`config.mk`:
```
export PLATFORM = sky130hd
export DESIGN_NAME = mem_access
export DESIGN_NICKNAME = d
export VERILOG_FILES = /design/src/rtl/mem_access_pkg.sv /design/src/rtl/mem_access_load_ext.sv /design/src/rtl/mem_access.sv
export SDC_FILE = /design/constraint.sdc
export NUM_CORES = 1
export LEC_CHECK = 0
export ABC_AREA = 1
export CORE_ASPECT_RATIO = 1.25
export CORE_MARGIN = 2
export CORE_UTILIZATION = 55
export DETAILED_ROUTE_END_ITERATION = 8
export GPL_TIMING_DRIVEN = 0
export MAX_ROUTING_LAYER = met4
export PLACE_DENSITY = 0.86
export SLEW_MARGIN = 20
export SYNTH_ARGS = -nofsm -noshare
export SYNTH_HDL_FRONTEND = slang
export SYNTH_HIERARCHICAL = 1
export SYNTH_SLANG_ARGS = --single-unit
```
`constraint.sdc`:
```
create_clock -name clk -period 6.8 [get_ports clk]
set_input_delay 2.04 -clock clk [delete_from_list [all_inputs] [get_ports clk]]
set_output_delay 2.04 -clock clk [all_outputs]
set_load 0.005 [all_outputs]
```
`src/rtl/mem_access_pkg.sv`:
```
// Shared definitions for the RV32I memory stage: aluop encodings, constants,
// FSM state encoding and decode helpers for load/store ops.
package mem_access_pkg;

  localparam int MA_XLEN  = 32;
  localparam int MA_AOP_W = 5;

  typedef logic [MA_AOP_W-1:0] alu_op_bus_t;

  localparam alu_op_bus_t EX_NOP = 5'd0;
  localparam alu_op_bus_t EX_ADD = 5'd1;
  localparam alu_op_bus_t EX_SUB = 5'd2;
  localparam alu_op_bus_t EX_AND = 5'd3;
  localparam alu_op_bus_t EX_OR  = 5'd4;
  localparam alu_op_bus_t EX_XOR = 5'd5;
  localparam alu_op_bus_t EX_LB  = 5'd16;
  localparam alu_op_bus_t EX_LH  = 5'd17;
  localparam alu_op_bus_t EX_LW  = 5'd18;
  localparam alu_op_bus_t EX_LBU = 5'd19;
  localparam alu_op_bus_t EX_LHU = 5'd20;
  localparam alu_op_bus_t EX_SB  = 5'd21;
  localparam alu_op_bus_t EX_SH  = 5'd22;
  localparam alu_op_bus_t EX_SW  = 5'd23;

  localparam logic [MA_XLEN-1:0] ZERO_WORD    = '0;
  localparam logic [4:0]         NOP_REG_ADDR = 5'd0;
  localparam logic               TRUE         = 1'b1;
  localparam logic               FALSE        = 1'b0;

  typedef enum logic {
    IDLE = 1'b0,
    BUSY = 1'b1
  } mem_state_e;

  function automatic logic is_load(input alu_op_bus_t op);
    return (op == EX_LB) || (op == EX_LH) || (op == EX_LW) ||
           (op == EX_LBU) || (op == EX_LHU);
  endfunction

  function automatic logic is_store(input alu_op_bus_t op);
    return (op == EX_SB) || (op == EX_SH) || (op == EX_SW);
  endfunction

  function automatic logic is_mem(input alu_op_bus_t op);
    return is_load(op) || is_store(op);
  endfunction

  // Index of the final byte of the transfer (byte count minus one).
  function automatic logic [1:0] last_idx(input alu_op_bus_t op);
    case (op)
      EX_LH, EX_LHU, EX_SH: return 2'd1;
      EX_LW, EX_SW:         return 2'd3;
      default:              return 2'd0;
    endcase
  endfunction

  function automatic logic is_misaligned(input alu_op_bus_t op, input logic [1:0] a);
    case (op)
      EX_LH, EX_LHU, EX_SH: return a[0] != 1'b0;
      EX_LW, EX_SW:         return a != 2'b00;
      default:              return FALSE;
    endcase
  endfunction

endpackage

```
`src/rtl/mem_access_load_ext.sv`:
```
// Combinational load assembler: little-endian byte buffer to a sign- or
// zero-extended register value according to the load op.
module mem_access_load_ext
  import mem_access_pkg::*;
#(
  parameter int XLEN = MA_XLEN
) (
  input  logic [MA_AOP_W-1:0] op,
  input  logic [3:0][7:0]     byte_buf,
  output logic [XLEN-1:0]     value
);

  always_comb begin
    value = '0;
    case (op)
      EX_LB:   value = {{(XLEN-8){byte_buf[0][7]}}, byte_buf[0]};
      EX_LBU:  value = {{(XLEN-8){1'b0}}, byte_buf[0]};
      EX_LH:   value = {{(XLEN-16){byte_buf[1][7]}}, byte_buf[1], byte_buf[0]};
      EX_LHU:  value = {{(XLEN-16){1'b0}}, byte_buf[1], byte_buf[0]};
      EX_LW:   value = XLEN'(byte_buf);
      default: value = '0;
    endcase
  end

endmodule

```
`src/rtl/mem_access.sv`:
```
// RV32I memory stage: byte-serial loads/stores on the memory-controller port,
// one-cycle pass-through for other ops. Build option: MEM_ALIGN_CHK_EN.
module mem_access
  import mem_access_pkg::*;
#(
  parameter int XLEN  = MA_XLEN,
  parameter int AOP_W = MA_AOP_W
) (
  input  logic             clk,
  input  logic             rst,
  input  logic             rdy,
  input  logic [AOP_W-1:0] aluop_i,
  input  logic [XLEN-1:0]  mem_addr_i,
  input  logic [XLEN-1:0]  w_data_i,
  input  logic [4:0]       w_addr_i,
  input  logic             w_req_i,
  output logic             mc_req_o,
  output logic             mc_we_o,
  output logic [XLEN-1:0]  mc_addr_o,
  output logic [7:0]       mc_dout_o,
  input  logic             mc_ack_i,
  input  logic [7:0]       mc_din_i,
  output logic             stall_o,
  output logic [4:0]       w_addr_o,
  output logic             w_req_o,
  output logic [XLEN-1:0]  w_data_o,
  output logic             err_o,
  output mem_state_e       dbg_state
);

  // Handshake: mc_req_o is held with a stable address/data until mc_ack_i is
  // seen with rdy=1; that cycle transfers one byte (read data valid the same
  // cycle). stall_o=0 means upstream advances at the coming edge.

  mem_state_e       state_q;
  logic [1:0]       idx_q;
  logic [AOP_W-1:0] op_q;
  logic [XLEN-1:0]  addr_q;
  logic [XLEN-1:0]  data_q;
  logic [4:0]       waddr_q;
  logic             wreq_q;
  logic [3:0][7:0]  buf_q;
  logic [3:0][7:0]  buf_next;
  logic [XLEN-1:0]  ext_val;
  logic             misaligned;
  logic             start_mem;
  logic             final_ack;

`ifdef MEM_ALIGN_CHK_EN
  logic err_q;
  assign misaligned = is_mem(aluop_i) && is_misaligned(aluop_i, mem_addr_i[1:0]);
  assign err_o      = err_q;
`else
  assign misaligned = FALSE;
  assign err_o      = FALSE;
`endif

  assign start_mem = is_mem(aluop_i) && !misaligned;
  assign final_ack = rdy && (state_q == BUSY) && mc_ack_i && (idx_q == last_idx(op_q));
  assign stall_o   = ((state_q == IDLE) && start_mem && rdy) ||
                     ((state_q == BUSY) && !final_ack);

  assign mc_req_o  = rdy && (state_q == BUSY);
  assign mc_we_o   = (state_q == BUSY) && is_store(op_q);
  assign mc_addr_o = addr_q + {{(XLEN-2){1'b0}}, idx_q};
  assign mc_dout_o = data_q[{idx_q, 3'b000} +: 8];
  assign dbg_state = state_q;

  // Final byte is merged in combinationally so the result registers on the ack edge.
  always_comb begin
    buf_next        = buf_q;
    buf_next[idx_q] = mc_din_i;
  end

  mem_access_load_ext #(.XLEN(XLEN)) u_load_ext (
    .op       (op_q),
    .byte_buf (buf_next),
    .value    (ext_val)
  );

  always_ff @(posedge clk) begin
    if (rst) begin
      state_q  <= IDLE;
      idx_q    <= 2'd0;
      op_q     <= EX_NOP;
      addr_q   <= ZERO_WORD;
      data_q   <= ZERO_WORD;
      waddr_q  <= NOP_REG_ADDR;
      wreq_q   <= FALSE;
      buf_q    <= '0;
      w_addr_o <= NOP_REG_ADDR;
      w_req_o  <= FALSE;
      w_data_o <= ZERO_WORD;
`ifdef MEM_ALIGN_CHK_EN
      err_q    <= FALSE;
`endif
    end else if (rdy) begin
`ifdef MEM_ALIGN_CHK_EN
      err_q <= FALSE;
`endif
      case (state_q)
        IDLE: begin
          if (start_mem) begin
            op_q    <= aluop_i;
            addr_q  <= mem_addr_i;
            data_q  <= w_data_i;
            waddr_q <= w_addr_i;
            wreq_q  <= w_req_i;
            idx_q   <= 2'd0;
            state_q <= BUSY;
            w_req_o <= FALSE;
          end else if (misaligned) begin
            w_req_o <= FALSE;
`ifdef MEM_ALIGN_CHK_EN
            err_q   <= TRUE;
`endif
          end else begin
            w_addr_o <= w_addr_i;
            w_req_o  <= w_req_i;
            w_data_o <= w_data_i;
          end
        end
        BUSY: begin
          w_req_o <= FALSE;
          if (mc_ack_i) begin
            if (is_load(op_q)) buf_q[idx_q] <= mc_din_i;
            idx_q <= idx_q + 2'd1;
            if (final_ack) begin
              state_q <= IDLE;
              idx_q   <= 2'd0;
              if (is_load(op_q)) begin
                w_addr_o <= waddr_q;
                w_req_o  <= wreq_q;
                w_data_o <= ext_val;
              end
            end
          end
        end
        default: state_q <= IDLE;
      endcase
    end
  end

endmodule
```
==> results of run 1 <==
worst max path at each step:
stage | startpoint | endpoint | slack (ns) | cells past startpoint
after floorplan | aluop_i[4] | stall_o | 1.82 | 8
after global placement | aluop_i[4] | stall_o | 0.42 | 10
after detailed placement | aluop_i[4] | stall_o | 0.39 | 10
after CTS | aluop_i[4] | stall_o | 0.40 | 10
after global routing | aluop_i[4] | stall_o | 0.17 | 10
final | aluop_i[4] | stall_o | 0.36 | 10
registers in the layout, summed over array words and instances, names as in the netlist:
name / cells
addr_q: 32
buf_q: 32
data_q: 32
dbg_state: 1
idx_q: 2
op_q: 5
w_addr_o: 5
w_data_o: 32
w_req_o: 1
waddr_q: 5
wreq_q: 1
routing by layer:
| metal | share of wire | vias to the layer above | GRT usage |
|---|---|---|---|
| met3 | 0.078 | 99 | 0.0574 |
| met5 | 0 | - | - |
| met4 | 0.053 | 0 | 0.200 |
| li1 | - | 4057 | - |
| met1 | 0.38 | 3719 | 0.372 |
| met2 | 0.49 | 398 | 0.591 |
through the flow:
step	hold slack, ns	setup slack [ns]	cell area (um2)	utilization
finish	0.447	0.356	10000	0.750
global placement	0.433	0.418	9440	0.707
CTS	0.449	0.397	10000	0.750
detailed placement	0.440	0.394	9440	0.707
global route	0.458	0.169	10000	0.750
floorplan	0.424	1.82	7540	-
placed cells by master, fill, tap and decap left out, drive strengths merged, types with 14 or more instances in the layout:
| cell | count |
|---|---|
| a21oi | 70 |
| buf | 14 |
| clkbuf | 72 |
| clkdlybuf4s50 | 168 |
| dfxtp | 148 |
| inv | 138 |
| nand2 | 266 |
| nand3 | 36 |
| nor2 | 212 |
| nor3 | 14 |
| o21ai | 171 |
| xor2 | 20 |
tightest hold or removal path: cells and delay by family (launching register included):
family	cells	cell delay, ns
buffers and inverters	1	0.05
AO/OA/AOI/OAI	1	0.05
flip-flops	1	0.30
logic make-up after synthesis:
family | count (synthesis) | share of synthesized area
AOI/OAI and AO/OA | 251 | 0.169
xor gates and xnor gates | 30 | 0.0348
and+or+nand+nor | 534 | 0.284
DFF | 148 | 0.393
adders and majority gates | 7 | 0.0126
buffers and inverters | 201 | 0.106
other | 1 | 0.000497
layout make-up:
type,count,area [um2]
plain buffers,66,295
repair buffers,168,1680
clock buffers,20,457
well taps,171,214
inverters,135,507
flip-flops and latches,148,2960
multi-input cells,823,3770
clock inverters,12,123
fillers,1097,3330
report_power, final:
part / internal, mW / leakage, nW / total, mW / switching (mW)
Clock: 0.531 / 0.285 / 0.928 / 0.397
Sequential: 0.913 / 1.21 / 0.943 / 0.0303
Combinational: 0.163 / 2.92 / 0.331 / 0.168
==> impl_metrics.py, run 1 <==
metrics = {
    "run_status": {
        "status": "complete, no violations",
    },
    "route": {
        "initialDrtViolationCount": 708,
        "drc": 0,
        "routed_wl_mm": 24.4,
        "num_vias": 8273,
        "ant_nets": 0,
        "wl_per_cell_um": 15.8,
        "post_drt_via_cell_ratio": 5.36,
        "drt_pass1_iterations": 5,
    },
    "cts": {
        "cts_made_buffers": 17,
        "htree_levels": 4,
        "insertion_delay_ns": 0.43,
        "clk_root_buffer_cell": "clkbuf_16",
        "cts.path.max_buffers": 2,
        "cts_hold_buf": 0,
        "clkTransAtPathRegs_ns": 0.06,
        "cts_sinks": 148,
        "cts.repair.resized": 0,
        "post_cts_buffers": 0,
        "cts_tree": "yes",
    },
    "sta": {
        "hold_violations": 0,
        "setup_tns_ns": 0,
        "worstMarginPinSlew_ns": 0.694,
        "maxSlewViolCount": 0,
        "relSlewSlack": 0.532,
        "setup_viol": 0,
        "min_period_over_period": 0.948,
        "clock_skew_ns": 0.0108,
        "rsz0062_at_grt": "no",
        "finalCriticalPeriod_ns": 6.44,
        "max_freq_ghz": 0.155,
    },
    "logic_synthesis": {
        "netlist_instances": 1172,
        "yosysWarnings": 6,
        "syn_nets": 1266,
        "synthTopCellsByArea": "dfxtp_1 (39%), nand2_1 (13%), nor2_1 (10%)",
        "synth_edf_count": 0,
        "synth_ff_type": "dfxtp_1",
        "syn_area_um2": 7540,
        "synth_top_cell_by_area": "dfxtp_1",
        "synth_commonest_cells": "nand2_1 (263), nor2_1 (207), dfxtp_1 (148)",
        "seq_area_frac_synth": 0.393,
        "yosysMostFrequentCell": "nand2_1",
        "async_reset_ff_frac": 0,
        "synth_top_area_share": 0.393,
        "synth_cell_types": 30,
        "ys_ff_latch": 148,
        "avgSynthCellArea_um2": 6.43,
    },
    "placed_design": {
        "io_buffers": 168,
        "detailedPlacementHpwl_mm": 18.1,
        "post-place-cells": 1511,
        "gp_congestion": 0.964,
    },
    "pwr": {
        "p_total_mw": 2.20,
        "cellLeakagePower_nw": 4.42,
        "peakVddDrop_v": 0.000142,
        "powerDensity_nw_per_um2": 220,
    },
    "layout": {
        "fin_nets": 1453,
        "final_cells": 1543,
        "drive_above_1_share": 0.0510,
        "diodes": 0,
        "synthToLayoutAreaGrowth_pct": 32.8,
    },
    "worst_setup_path": {
        "path_cells": "clkdlybuf4s50_1, inv_1, nor2_1, nand2_1, nor2_1, inv_2, clkbuf_1, clkbuf_1, nand2_1, clkdlybuf4s50_1",
        "crit_required_ns": 4.76,
        "slowest_delay_ns": 0.51,
        "rr_startpoint": "idx_q[0]$_SDFFE_PP0P_",
        "regToRegEndpoint": "w_data_o[17]$_SDFFE_PP0P_",
        "cp.arrival_ns": 4.40,
        "ff2ff_setup_slack_ns": 3.07,
        "end_kind": "primary output",
        "crit_buf_inv": 6,
        "r2r_cells": 13,
        "cp-start-kind": "input port",
        "worstPathMaxFanout": 10,
        "cp_slowest_cell": "clkdlybuf4s50_1",
        "crit_type": "input port to primary output",
        "cp_top_family": "buffers and inverters",
    },
    "min_path": {
        "min_path_type": "flop to flop",
        "worst_hold_path.endpoint": "buf_q[6]$_SDFFE_PP0P_",
        "hold_depth": 2,
        "hold_start": "buf_q[6]$_SDFFE_PP0P_",
    },
    "global_routing": {
        "grt_max_degree": 17,
        "antenna_found_initial": 0,
        "grt_pass1_wl_mm": 38.1,
        "grt_pass1_vias": 7956,
        "gr-usage-all-layers": 0.345,
        "grt_remaining_overflow": 0,
    },
    "floorplanning": {
        "core_um2": 13300,
        "dieHeight_um": 135,
        "dieArea_um2": 14700,
        "die_width_um": 109,
        "rows": 47,
        "initial_utilization": 0.565,
        "ioPinCount": 170,
    },
    "run": {
        "cap_violations": 0,
    },
}
Note: power is estimated with default switching activity, not from simulation.
==> run 2, diff against run 1 <==
--- a/config.mk
+++ b/config.mk
@@ -10,6 +10,7 @@
 export CORE_MARGIN = 2
 export CORE_UTILIZATION = 55
 export DETAILED_ROUTE_END_ITERATION = 8
+export GPL_ROUTABILITY_DRIVEN = 1
 export GPL_TIMING_DRIVEN = 0
 export MAX_ROUTING_LAYER = met4
 export PLACE_DENSITY = 0.86
==> results of run 2 <==
Final layout, timing and power as in run 1 (identical DEF).
==> run 3, diff against run 2 <==
--- a/config.mk
+++ b/config.mk
@@ -7,7 +7,6 @@
 export LEC_CHECK = 0
 export ABC_AREA = 1
 export CORE_ASPECT_RATIO = 1.25
-export CORE_MARGIN = 2
 export CORE_UTILIZATION = 55
 export DETAILED_ROUTE_END_ITERATION = 8
 export GPL_ROUTABILITY_DRIVEN = 1
==> impl_metrics.py, run 3 (synthesis gave the netlist of run 1 again) <==
metrics = {
    "cts": {
        "cts_tree": "yes",
        "insertion_delay_ns": 0.43,
        "cts_made_buffers": 17,
        "cts.repair.resized": 0,
        "cts_sinks": 148,
        "cts.path.max_buffers": 2,
        "clk_root_buffer_cell": "clkbuf_16",
        "post_cts_buffers": 0,
        "clkTransAtPathRegs_ns": 0.06,
        "htree_levels": 4,
        "cts_hold_buf": 0,
    },
    "worst_setup_path": {
        "crit_type": "input port to primary output",
        "endpoint": "stall_o",
        "cp_slowest_cell": "clkdlybuf4s50_1",
        "crit_required_ns": 4.76,
        "slowest_delay_ns": 0.51,
        "ff2ff_setup_slack_ns": 3.16,
        "startpoint": "aluop_i[4]",
        "cp.arrival_ns": 4.38,
        "r2r_cells": 13,
        "cp-start-kind": "input port",
        "regToRegEndpoint": "w_data_o[17]$_SDFFE_PP0P_",
        "rr_startpoint": "idx_q[0]$_SDFFE_PP0P_",
        "worstPathMaxFanout": 10,
        "path_cells": "clkdlybuf4s50_1, inv_1, nor2_1, nand2_1, nor2_1, inv_2, clkbuf_1, clkbuf_1, nand2_1, clkdlybuf4s50_1",
        "end_kind": "primary output",
    },
    "global_routing": {
        "antenna_found_initial": 0,
        "grt_pass1_wl_mm": 37.5,
        "gr-usage-all-layers": 0.349,
        "grt_remaining_overflow": 0,
        "grt_max_degree": 17,
        "grt_pass1_vias": 7792,
    },
    "layout": {
        "synthToLayoutAreaGrowth_pct": 33.0,
        "fin_nets": 1453,
        "diodes": 0,
        "drive_above_1_share": 0.0510,
        "fillerInstances": 1054,
        "layout_commonest_cell": "nand2_1",
        "final_cell_mix": "nand2_1 (263), nor2_1 (207), clkdlybuf4s50_1 (168)",
        "final_cells": 1543,
    },
    "floorplanning": {
        "initial_utilization": 0.567,
        "dieHeight_um": 133,
        "ioPinCount": 170,
        "die_width_um": 107,
        "rows": 47,
        "dieArea_um2": 14200,
        "core_um2": 13300,
    },
    "min_path": {
        "hold_depth": 2,
        "min_path_type": "flop to flop",
    },
    "placed_design": {
        "io_buffers": 168,
        "post-place-cells": 1511,
        "detailedPlacementHpwl_mm": 17.8,
        "gp_congestion": 0.959,
    },
    "route": {
        "drt_pass1_iterations": 6,
        "wl_per_cell_um": 15.5,
        "initialDrtViolationCount": 664,
        "num_vias": 8214,
        "post_drt_via_cell_ratio": 5.32,
        "drc": 0,
        "routed_wl_mm": 23.9,
        "ant_nets": 0,
    },
    "pwr": {
        "cellLeakagePower_nw": 4.42,
        "powerDensity_nw_per_um2": 222,
        "peakVddDrop_v": 0.000142,
    },
    "sta": {
        "worstMarginPinSlew_ns": 0.693,
        "maxSlewViolCount": 0,
        "setup_viol": 0,
        "setup_tns_ns": 0,
        "relSlewSlack": 0.538,
        "max_freq_ghz": 0.156,
        "hold_violations": 0,
        "rsz0062_at_grt": "no",
        "min_period_over_period": 0.945,
        "finalCriticalPeriod_ns": 6.42,
        "clock_skew_ns": 0.0112,
    },
    "run": {
        "cap_violations": 0,
    },
    "run_status": {
        "status": "complete, no violations",
    },
}
[run 3: area by class of cell]
type	instances	area, um2	share of cell area
plain buffers	66	295	0.0294
clock buffers	18	429	0.0428
clock inverters	14	164	0.0163
inverters	135	507	0.0505
multi-input cells	823	3770	0.376
flip-flops and latches	148	2960	0.295
well taps	171	214	0.0213
repair buffers	168	1680	0.168
[run 3: per-stage QoR]
| stage | total power [mW] | util | setup slack [ns] | hold slack [ns] | cell area (um2) |
|---|---|---|---|---|---|
| floorplan | 1.11 | - | 1.82 | 0.424 | 7540 |
| global placement | 1.28 | 0.710 | 0.428 | 0.433 | 9440 |
| detailed placement | 1.28 | 0.710 | 0.421 | 0.441 | 9440 |
| CTS | 2.22 | 0.755 | 0.411 | 0.450 | 10000 |
| global route | 2.30 | 0.755 | 0.233 | 0.463 | 10000 |
| finish | 2.23 | 0.755 | 0.375 | 0.449 | 10000 |
[run 3: worst max-delay path, delay by kind of cell]
family | cells | cell delay, ns
buffers and inverters | 6 | 1.61
and+or+nand+nor | 4 | 0.73
[run 3: metal layers]
metal	GRT usage	routed length, um	up-vias
met5	-	0	-
met4	0.199	1260	0
met3	0.0547	1800	96
met2	0.587	11400	417
met1	0.390	9460	3648
li1	-	-	4053
[run 3: how the worst min path moves through the flow]
stage                      startpoint                      to  slack (ns)
5_1_grt         buf_q[2]$_SDFFE_PP0P_   buf_q[2]$_SDFFE_PP0P_        0.46
2_1_floorplan  buf_q[15]$_SDFFE_PP0P_  buf_q[15]$_SDFFE_PP0P_        0.42
4_1_cts        buf_q[11]$_SDFFE_PP0P_  buf_q[11]$_SDFFE_PP0P_        0.45
3_5_place_dp   buf_q[11]$_SDFFE_PP0P_  buf_q[11]$_SDFFE_PP0P_        0.44
6_report       buf_q[11]$_SDFFE_PP0P_  buf_q[11]$_SDFFE_PP0P_        0.45
3_3_place_gp    buf_q[1]$_SDFFE_PP0P_   buf_q[1]$_SDFFE_PP0P_        0.43
[run 3: report_power, final]
group / leakage (nW) / internal [mW] / total (mW) / switching, mW
sequential: 1.21 / 0.913 / 0.943 / 0.0308
combinational: 2.92 / 0.163 / 0.328 / 0.165
clock: 0.286 / 0.551 / 0.959 / 0.408
total: 4.42 / 1.63 / 2.23 / 0.604
==> RTL edit (flow settings as in run 3) <==
Change the package constant `MA_XLEN` from 32 to 40.
--- a/src/rtl/mem_access_pkg.sv
+++ b/src/rtl/mem_access_pkg.sv
@@ -4,3 +4,3 @@
 
-  localparam int MA_XLEN  = 32;
+  localparam int MA_XLEN  = 40;
   localparam int MA_AOP_W = 5;
Ports: changed (resized mc_addr_o, mem_addr_i, w_data_i and w_data_o); port bits go from 170 to 202. No check against the original RTL was run, so the function may have changed too.
==> RTL edit against run 3 <==
- sequential cell count is 16 higher
- synthesized area is 15% higher
- combinational power is 18% higher
- utilization is 0.36 points higher
- non-clock buffer count is 47 higher
- clock skew hardly changed
- setup slack better by 0.12 ns
- cell area is 14% higher
- synthesized cell count is 16% higher
- power is 7.2% higher
- routed wire length is 28% higher
- via count is 19% higher
- largest cell class unchanged
==> RTL edit: results (changes against run 3) <==
| Metric | Value |
|---|---|
| Post-DP Area | `10,900 µm² (+16%)` |
| I/O Buffers | `200 (+19%)` |
| Syn-to-layout area delta | `32.8%` |
| Dominant cells by area after synthesis | `dfxtp_1 (38%), nand2_1 (13%), o21ai_0 (11%)` |
| GRT met1 Usage | `0.404 (+0.0148)` |
| Mapped Area | `8650 µm² (+15%)` |
| Endpoint, Worst Hold | `buf_q[16]$_SDFFE_PP0P_` |
| Hold_sp | `buf_q[16]$_SDFFE_PP0P_` |
| GP Congestion | `1.02 (+6.2%)` |
| Min Hold Slack | `0.449 ns (+0.000151 ns)` |
| Vias | `9,780 (+19%)` |
| Routed Wire Length | `30,600 µm (+28%)` |
| Status | `finished clean` |
| GRT Util Overall | `0.389 (+0.0395)` |
| Worst path arrival time | `4.26 ns (-0.12 ns)` |
| Layout Nets | `1,686 (+16%)` |
| Peak supply drop | `0.162 mV (+13%)` |
| Vias in the first global route | `9,389 (+20%)` |
| Hpwl dp | `23,700 µm (+33%)` |
| GRT met3 Usage | `0.0537 (-0.00102)` |
| Layout cells sized above 1 | `0.0434 (-0.00760)` |
| Syn Nets | `1,467 (+16%)` |
| Clock skew | `0.0115 ns (+0.000265 ns)` |
| Metal-1 WL | `11,200 µm (+19%)` |
| Setup ws final | `0.500 ns (+0.125 ns)` |
| Pre-antenna DRT Iters | `7 (+1)` |
| Switching portion of total power | `0.280 (+0.00906)` |
| LEAKAGE | `4.88 nW (+10%)` |
| RR Endpoint | `w_data_o[38]$_SDFFE_PP0P_` |
| FF-to-FF path depth | `15 (+2)` |
| Finished Layout Cells | `1,797 (+16%)` |
| Placed insts | `1,765 (+17%)` |
| Cells after Synth | `1,357 (+16%)` |
| R2R Setup Slk | `2.87 ns (-0.29 ns)` |
| Seq/Total Area, Yosys | `0.380 (-0.0132)` |
==> RTL edit: layout make-up <==
class                           instances  share of cell area
Multi-Input combinational cell        943               0.380
Sequential cell                       164               0.286
Timing Repair Buffer                  200               0.174
Inverter                              169              0.0553
Clock buffer                           19              0.0377
Buffer                                 81              0.0315
Tap cell                              208              0.0227
Clock inverter                         13              0.0120
==> RTL edit: power by group through the flow <==
stage | registers [mW] | clock network [mW] | logic (mW)
global route | 1.06 | 0.986 | 0.421
floorplan | 1.07 | 0 | 0.173
finish | 1.05 | 0.951 | 0.386
global placement | 1.07 | 0 | 0.371
CTS | 1.05 | 0.952 | 0.382
detailed placement | 1.07 | 0 | 0.377
==> RTL edit: cell families after synthesis <==
| logic type | count (synthesis) | share of synthesized area |
|---|---|---|
| fa+ha+maj | 7 | 0.0110 |
| simple gates | 599 | 0.280 |
| compound gates | 298 | 0.175 |
| flops | 164 | 0.380 |
| xor+xnor | 38 | 0.0385 |
| buf+inv | 250 | 0.115 |
| other cells | 1 | 0.000434 |
